==> config.mk <==
export PLATFORM = sky130hd
export DESIGN_NAME = code_scorer
export DESIGN_NICKNAME = d
export VERILOG_FILES = /design/src/rtl/code_scorer.sv
export SDC_FILE = /design/constraint.sdc
export NUM_CORES = 1
export LEC_CHECK = 0
export CAP_MARGIN = 30
export CORE_MARGIN = 4
export CORE_UTILIZATION = 40
export CTS_BUF_LIST = sky130_fd_sc_hd__clkbuf_4
export DETAILED_ROUTE_END_ITERATION = 8
export HOLD_SLACK_MARGIN = 0.02
export PLACE_DENSITY = 0.56
export SLEW_MARGIN = 25
export SYNTH_ARGS = -nofsm -noshare
export SYNTH_HDL_FRONTEND = slang
export SYNTH_SLANG_ARGS = --single-unit
==> constraint.sdc <==
create_clock -name clk -period 5.4 [get_ports clk]
set_input_delay 1.62 -clock clk [delete_from_list [all_inputs] [get_ports clk]]
set_output_delay 1.62 -clock clk [all_outputs]
set_load 0.1 [all_outputs]
==> src/rtl/code_scorer.sv <==
// ---------------------------------------------------------------------------
// code_scorer
//
// Scoring stage for the four-peg code-guessing game. A rising edge on setVal
// stores the current pegs as the secret and starts a new game. A rising edge
// on Test captures the current pegs as a guess and scores it over six cycles:
// one cycle for exact (red) matches, four cycles for colour-only (white)
// matches (one guess slot per cycle), and one cycle to publish the result.
//
// Ports:
//   clk         system clock, rising edge
//   Reset       synchronous, active-high reset
//   L1..L4      current peg colours (3 bits each), slot 1 is L1
//   setVal      level input, rising edge stores the secret
//   Test        level input, rising edge scores a guess
//   Red         exact matches of the last scored guess
//   White       colour-only matches of the last scored guess
//   scoreValid  one-cycle pulse when a score completes
//   busy        high while a score is in progress
//   Tries       guesses scored since the last secret
//   Win         sticky, a guess scored four reds
//   Lose        sticky, MAX_TRIES guesses used without a win
// ---------------------------------------------------------------------------
module code_scorer #(
    parameter int MAX_TRIES = 8
) (
    input  logic       clk,
    input  logic       Reset,
    input  logic [2:0] L1,
    input  logic [2:0] L2,
    input  logic [2:0] L3,
    input  logic [2:0] L4,
    input  logic       setVal,
    input  logic       Test,
    output logic [2:0] Red,
    output logic [2:0] White,
    output logic       scoreValid,
    output logic       busy,
    output logic [3:0] Tries,
    output logic       Win,
    output logic       Lose
);

    typedef enum logic [1:0] {
        IDLE,
        EXACT,
        PARTIAL,
        DONE
    } state_t;

    state_t      state_q, state_d;
    logic        setVal_q, setVal_d;
    logic        Test_q, Test_d;
    logic        armed_q, armed_d;
    logic [11:0] secret_q, secret_d;
    logic [11:0] guess_q, guess_d;
    logic [3:0]  s_used_q, s_used_d;
    logic [3:0]  g_used_q, g_used_d;
    logic [1:0]  i_q, i_d;
    logic [2:0]  Red_q, Red_d;
    logic [2:0]  White_q, White_d;
    logic        scoreValid_q, scoreValid_d;
    logic [3:0]  Tries_q, Tries_d;
    logic        Win_q, Win_d;
    logic        Lose_q, Lose_d;

    logic        set_event;
    logic        test_event;
    logic [2:0]  secret_peg [4];
    logic [2:0]  guess_peg [4];
    logic [3:0]  exact_match;
    logic [2:0]  red_cnt;
    logic        found;

    // Slot k of the packed registers lives at bits [3k+2:3k]; slot 1 (L1)
    // is index 0 so "lowest index" in the white search means leftmost peg.
    always_comb begin
        for (int k = 0; k < 4; k++) begin
            secret_peg[k]  = secret_q[k*3 +: 3];
            guess_peg[k]   = guess_q[k*3 +: 3];
            exact_match[k] = (secret_q[k*3 +: 3] == guess_q[k*3 +: 3]);
        end
    end

    assign set_event  = setVal & ~setVal_q;
    assign test_event = Test & ~Test_q;

    always_comb begin
        state_d      = state_q;
        setVal_d     = setVal;
        Test_d       = Test;
        armed_d      = armed_q;
        secret_d     = secret_q;
        guess_d      = guess_q;
        s_used_d     = s_used_q;
        g_used_d     = g_used_q;
        i_d          = i_q;
        Red_d        = Red_q;
        White_d      = White_q;
        scoreValid_d = 1'b0;
        Tries_d      = Tries_q;
        Win_d        = Win_q;
        Lose_d       = Lose_q;
        red_cnt      = 3'd0;
        found        = 1'b0;

        case (state_q)
            IDLE: begin
                // setVal beats Test on the same edge; events arriving while
                // busy never reach this state, so they are simply lost.
                if (set_event) begin
                    secret_d = {L4, L3, L2, L1};
                    armed_d  = 1'b1;
                    Tries_d  = 4'd0;
                    Win_d    = 1'b0;
                    Lose_d   = 1'b0;
                    Red_d    = 3'd0;
                    White_d  = 3'd0;
                end else if (test_event && armed_q && !Win_q && !Lose_q) begin
                    guess_d  = {L4, L3, L2, L1};
                    White_d  = 3'd0;
                    s_used_d = 4'd0;
                    g_used_d = 4'd0;
                    state_d  = EXACT;
                end
            end

            EXACT: begin
                // Exact matches consume both the secret and guess slot so the
                // white pass cannot count them a second time.
                for (int k = 0; k < 4; k++) begin
                    red_cnt = red_cnt + {2'b00, exact_match[k]};
                end
                s_used_d = exact_match;
                g_used_d = exact_match;
                Red_d    = red_cnt;
                i_d      = 2'd0;
                state_d  = PARTIAL;
            end

            PARTIAL: begin
                // One guess slot per cycle: claim the first unclaimed secret
                // slot of the same colour, which handles duplicate colours.
                if (!g_used_q[i_q]) begin
                    for (int j = 0; j < 4; j++) begin
                        if (!found && !s_used_q[j] &&
                            (secret_peg[j] == guess_peg[i_q])) begin
                            found       = 1'b1;
                            s_used_d[j] = 1'b1;
                        end
                    end
                    if (found) begin
                        White_d = White_q + 3'd1;
                    end
                end
                if (i_q == 2'd3) begin
                    state_d = DONE;
                end else begin
                    i_d = i_q + 2'd1;
                end
            end

            DONE: begin
                scoreValid_d = 1'b1;
                Tries_d      = Tries_q + 4'd1;
                if (Red_q == 3'd4) begin
                    Win_d = 1'b1;
                end else if (Tries_d == 4'(MAX_TRIES)) begin
                    Lose_d = 1'b1;
                end
                state_d = IDLE;
            end

            default: begin
                state_d = IDLE;
            end
        endcase
    end

    always_ff @(posedge clk) begin
        if (Reset) begin
            state_q      <= IDLE;
            setVal_q     <= 1'b0;
            Test_q       <= 1'b0;
            armed_q      <= 1'b0;
            secret_q     <= 12'd0;
            guess_q      <= 12'd0;
            s_used_q     <= 4'd0;
            g_used_q     <= 4'd0;
            i_q          <= 2'd0;
            Red_q        <= 3'd0;
            White_q      <= 3'd0;
            scoreValid_q <= 1'b0;
            Tries_q      <= 4'd0;
            Win_q        <= 1'b0;
            Lose_q       <= 1'b0;
        end else begin
            state_q      <= state_d;
            setVal_q     <= setVal_d;
            Test_q       <= Test_d;
            armed_q      <= armed_d;
            secret_q     <= secret_d;
            guess_q      <= guess_d;
            s_used_q     <= s_used_d;
            g_used_q     <= g_used_d;
            i_q          <= i_d;
            Red_q        <= Red_d;
            White_q      <= White_d;
            scoreValid_q <= scoreValid_d;
            Tries_q      <= Tries_d;
            Win_q        <= Win_d;
            Lose_q       <= Lose_d;
        end
    end

    assign Red        = Red_q;
    assign White      = White_q;
    assign scoreValid = scoreValid_q;
    assign busy       = (state_q != IDLE);
    assign Tries      = Tries_q;
    assign Win        = Win_q;
    assign Lose       = Lose_q;

endmodule

=== Yosys cells after proc, flatten, opt, wreduce, memory -nomap -nowiden ===
Index checks and enable logic that the tools add are counted.

* Order comparisons: 2
* Add/sub/neg operators: 6
* Multiplexer cells: 48
* Eq/ne operators: 29
* Divide/modulo/power cells: 0
* Shifts and indexed selects: 0
* Reductions and logical operators: 40
* Bitwise gates (word level): 6
* $mul: 0

{| class="wikitable"
|+ Operators with widths
! cell !! number
|-
| $ne A2 B2 Y1 const B || 14
|-
| $eq A3 B3 Y1 || 8
|-
| $mux W1 || 22
|-
| $mux W3 || 7
|-
| $reduce_and A5 Y1 || 4
|-
| $mux W4 || 4
|-
| $pmux W4 S2 || 2
|-
| $pmux W3 S2 || 2
|-
| $pmux W4 S3 || 1
|-
| $reduce_and A3 Y1 || 4
|-
| $logic_and A1 B1 Y1 || 10
|-
| $reduce_bool A2 Y1 || 5
|-
| $logic_not A1 Y1 || 9
|-
| $mux W2 || 4
|-
| $pmux W2 S4 || 1
|-
| $reduce_and A2 Y1 || 4
|-
| $reduce_and A4 Y1 || 2
|-
| $bmux W3 S2 || 1
|-
| $eq A2 B2 Y1 const B || 3
|-
| $add A4 B1 Y4 const B || 1
|-
| $eq A4 B4 Y1 const B || 1
|-
| $pmux W1 S2 || 2
|-
| $pmux W2 S2 || 1
|-
| $add A2 B1 Y3 || 1
|-
| 15 further kinds || 18
|}

* Memory bits (read-only): 0
* Register bits: 52
* Memory bits (writable): 0
* Logic and storage cells: 149
* Latch bits: 0
* Memories kept: 0
* Output and inout bits: 14
* Input bits: 16

=== Longest topological paths before layout ===
* Word-level depth: 30
* Depth in mapped cells: 9
* Gate-level depth less buffers: 7

=== Least setup slack after synthesis ===
OpenSTA, ideal clock, no wires.

* Path kind: input to register
* From: in Test
* To: reg s_used_q[2]
* Required time: 5.268 ns
* Data arrival time: 2.923 ns
* Library setup time: 0.132 ns
* Setup slack: 2.344 ns
* Stages on the path: 6
* Path buffers: 0
* Cell sequence: nand2_1 > nor4_1 > a21oi_1 > nor3_1 > mux2i_1 > a21oi_1

* Cells in the longest elaborated chain, start to end: 6

{| class="wikitable"
|+ Ends and longest elaborated chain
! what !! line !! text
|-
| from (decl) || 34 || <nowiki>input logic Test,</nowiki>
|-
| $and A1 B1 Y1 || 86 || <nowiki>assign test_event = Test & ~Test_q;</nowiki>
|-
| $logic_and A1 B1 Y1 (3 in a row) || 119 || <nowiki>end else if (test_event && armed_q && !Win_q && !Lose_q) begin</nowiki>
|-
| $ne A2 B2 Y1 (no source line) || -- ||
|-
| $reduce_and A5 Y1 (no source line) || -- ||
|-
| to (signal assigned) || 204 || <nowiki>s_used_q <= s_used_d;</nowiki>
|-
| to (decl) || 57 || <nowiki>logic [3:0] s_used_q, s_used_d;</nowiki>
|}

No other way between the ends.
A chain may end at the register's enable or synchronous reset.

=== Worst setup path after layout ===
* From: reg state_q[0]
* To: out busy

* Cells in the longest elaborated chain, start to end: 1

{| class="wikitable"
|+ Ends and longest elaborated chain
! what !! line !! text
|-
| from (decl) || 51 || <nowiki>state_t state_q, state_d;</nowiki>
|-
| from (signal assigned) || 198 || <nowiki>state_q <= state_d;</nowiki>
|-
| $reduce_bool A2 Y1 || 219 || <nowiki>assign busy = (state_q != IDLE);</nowiki>
|-
| to (decl) || 38 || <nowiki>output logic busy,</nowiki>
|}

No other way between the ends.

==> metrics.txt <==
arrival time of the worst setup path 2500 ps; placed standard-cell area ~2900 sq um; initial drt markers 114; clock tree root buffer cell clkbuf_4; DP HPWL 4029 um; Psw 424.1 uW; clock skew after layout 10.31 ps; worst-case clock buffer depth 2; global router's overall resource usage 0.1497; number of flip-flops and latches in the synthesized netlist 52; relative slew slack 0.3511; cell row count 29; critical path's top delay family buffers and inverters; count of cells along the worst hold path 2; transition time of the tightest slew-check pin approximately 970 ps; portion of the clock cycle consumed by the worst path in the final layout 0.7636; R2R Path Start i_q[0]$_SDFFE_PP0P_; average footprint of a synthesized cell 9.164 sq um; summed instance area of the synthesized netlist 2602 sq um; number of antenna-violating nets in the routed design 0; Critical Path Slowest Stage Cell clkdlybuf4s50_1; kind of start point of the critical path flop; pin count of the biggest net entering global routing 53; Post-synth top flop dfxtp_1; number of input and output port buffers inserted 29; first-pass GRT wire length between 9000 and 10000 um; portion of total power attributed to combinational logic 0.354; nature of the critical path endpoint primary output; endpoint of the worst hold path g_used_q[1]$_SDFFE_PP0P_; synthesized instance count 284; Vert. Die Dim between 80 and 90 um; unrepaired setup endpoints after global routing false; Final Net Count ~340; leakage power summed over all cells approximately 0.0013 uW; proportion of register bits with asynchronous set or reset after synthesis 0; final non-filler cell area 3085 sq um; power share of the sequential group 0.376; number of max-cap violations 0; highest cell delay on the worst timing path 1160 ps; Reg2Reg Depth 6; most area-consuming cells after synthesis dfxtp_1 40%, mux2i_1 7.7%, xor2_1 6.7%; worst reg2reg setup slack 2860 ps; Post-Route Hold Slack 475.3 ps; register cell area after layout 1041 sq um; number of fill cells roughly 620; Critical R2R Capture White[1]$_SDFFE_PP0P_; CTS Sinks 52; H-Tree Depth 2; overall die width 88.66 um; crit-path max FO 8; Die ar. 7861 sq um; most numerous cell on the critical path inv_1; outcome complete, no violations; WL final 5504 um; DRT Pass-1 Iters 4; clock tree from TritonCTS done; internal power contribution approximately 750 uW; fraction of the yosys area taken by sequential cells 0.4000; Worst Min Path Start g_used_q[1]$_SDFFE_PP0P_; clock power share 0.270; total clock buffers created by CTS 5; start-to-end type of the worst setup path reg -> out; clock transition at the register clock pins on the worst setup and hold paths after CTS 160 ps; post-DR vias/cell between 5 and 6; number of failing hold endpoints at the final stage 0; number of synthesized flops with an enable pin 0; Buffers & Inverters on Critical Path 3; remaining routing DRC violations 0; total count of max-transition violations in the final report 0; total global routing overflow 0; critical-path cell list inv_1, ha_1, inv_1, clkdlybuf4s50_1; number of placed cells counting well taps 378; Final Util 0.4859; CTS-repair resized insts 0; Netlist cell types 43; number of setup violations in the final report 0; Total Neg Setup Slack 0 ps; Peak VDD IR 0.1881 mV; Yosys Warn Count 0; Layout area overhead 18.56%; mean routed wirelength per cell 14.22 um; number of vias after detailed routing 2049; Period minus WS final 4123 ps; antenna diode instance count 0; Top Ports 30; data required time of the critical path 3780 ps; portion of synthesized cell area occupied by the leading cell type 0.4000; total setup buffers inserted after CTS 0; area leader, netlist dfxtp_1; Hold/Removal Path Class reg -> reg; syn_nets slightly above 300; starting density of the core 0.4099; non-filler cells in the finished layout 387; fraction of layout cells with a size suffix above 1 0.07742; pwr dens 382.1 nW/um^2; Max Freq 0.2425 GHz; sw frac 0.3598; total area of multi-input combinational cells approximately 1500 sq um; CTS Hold Buffers Added 0; gp weighted congestion 0.7681; initial antenna violation count 0; number of global-route vias before repair 1901; area of the core 6350 sq um; latest clock arrival within the worst-skew pair 370 ps
[metal layers]
metal  track usage  routed length [um]  vias to the layer above
met1        0.2167                2702                      957
met3       0.03073                 263                        5
met4       0.03709                  66                        0
met5             0                   0                        -
met2        0.2274                2471                       43
li1              -                   -                     1044
[stage by stage]
| step | power [uW] | setup slack [ps] |
|---|---|---|
| 2_1_floorplan | 768.6 | 2344 |
| 3_3_place_gp | 863.8 | 1523 |
| 3_5_place_dp | 868.5 | 1470 |
| 4_1_cts | 1190 | 1267 |
| 5_1_grt | 1254 | 1151 |
| 6_report | 1179 | 1277 |
[worst min-delay path, delay by kind of cell (launching register included)]
kind            cells  cell delay, ps
simple gates        1              50
compound gates      1              50
flops               1             340
[cells by family (layout without fill, tap and decap cells)]
family | after synthesis | after routing | share of synthesized area
AO/OA/AOI/OAI | 47 | 47 | 0.1197
multiplexers | 24 | 24 | 0.1130
adder cells (fa/ha/maj) | 10 | 10 | 0.05096
XOR/XNOR | 25 | 25 | 0.08702
AND/OR/NAND/NOR | 108 | 108 | 0.2000
buffers and inverters | 18 | 44 | 0.02933
flip-flops | 52 | 52 | 0.4000
[worst max-delay path by stage]
stage | depth (start not counted) | endpoint | slack [ps] | startpoint
2_1_floorplan | 6 | s_used_q[2]$_SDFFE_PP0P_ | 2340 | Test
3_3_place_gp | 7 | s_used_q[2]$_SDFFE_PP0P_ | 1520 | Test
3_5_place_dp | 7 | s_used_q[2]$_SDFFE_PP0P_ | 1470 | Test
4_1_cts | 4 | busy | 1270 | state_q[0]$_SDFFE_PP0P_
5_1_grt | 4 | busy | 1150 | state_q[1]$_SDFFE_PP0P_
6_report | 4 | busy | 1280 | state_q[0]$_SDFFE_PP0P_
[state kept, by name (all words and copies together), names as in the netlist]
signal,count
White,3
g_used_q,4
guess_q,12
i_q,2
Tries,4
Win,1
Red,3
armed_q,1
setVal_q,1
scoreValid,1
secret_q,12
Test_q,1
Lose,1
s_used_q,4
state_q,2
[power groups by stage]
stage | Sequential (uW) | Clock [uW] | Combinational, uW
6_report | 443 | 319 | 417
5_1_grt | 448 | 343 | 463
4_1_cts | 443 | 327 | 419
3_5_place_dp | 451 | 0 | 417
3_3_place_gp | 451 | 0 | 413
2_1_floorplan | 468 | 0 | 301
[cells in the mapped netlist, types with 2 or more instances]
| library cell | number |
|---|---|
| dfxtp_1 | 52 |
| nor2_1 | 39 |
| nand2_1 | 34 |
| a21oi_1 | 22 |
| mux2i_1 | 20 |
| xor2_1 | 20 |
| clkbuf_1 | 10 |
| ha_1 | 9 |
| nor2b_1 | 7 |
| nor3_1 | 7 |
| a22oi_1 | 6 |
| a32oi_1 | 5 |
| inv_1 | 5 |
| o21ai_0 | 5 |
| xnor2_1 | 4 |
| mux4_2 | 3 |
| nand3_1 | 3 |
| a211oi_1 | 2 |
| and3_1 | 2 |
| nand2b_1 | 2 |
| nand4_1 | 2 |
| nor3b_1 | 2 |
| nor4_1 | 2 |
| nor4_2 | 2 |
[layout make-up]
| type | count | share of cell area |
|---|---|---|
| Timing Repair Buffer | 31 | 0.1026 |
| Multi-Input combinational cell | 214 | 0.4813 |
| Clock inverter | 3 | 0.02920 |
| Inverter | 5 | 0.006083 |
| Clock buffer | 5 | 0.01217 |
| Tap cell | 77 | 0.03122 |
| Sequential cell | 52 | 0.3374 |
[cell usage in the layout, fill, tap and decap left out, drive strengths merged, types with 3 or more instances in the layout]
cell type and count:
nor3 7, nand2 34, nor4 4, a22oi 6, nor2b 7, mux4 4, clkdlybuf4s50 28, bufinv 3
a211oi 3, mux2i 20, o21ai 6, nor2 39, a32oi 5, buf 3, ha 9, nand3 3
inv 5, a21oi 22, dfxtp 52, xor2 21, xnor2 4, clkbuf 5
Note: power is estimated with default switching activity, not from simulation.
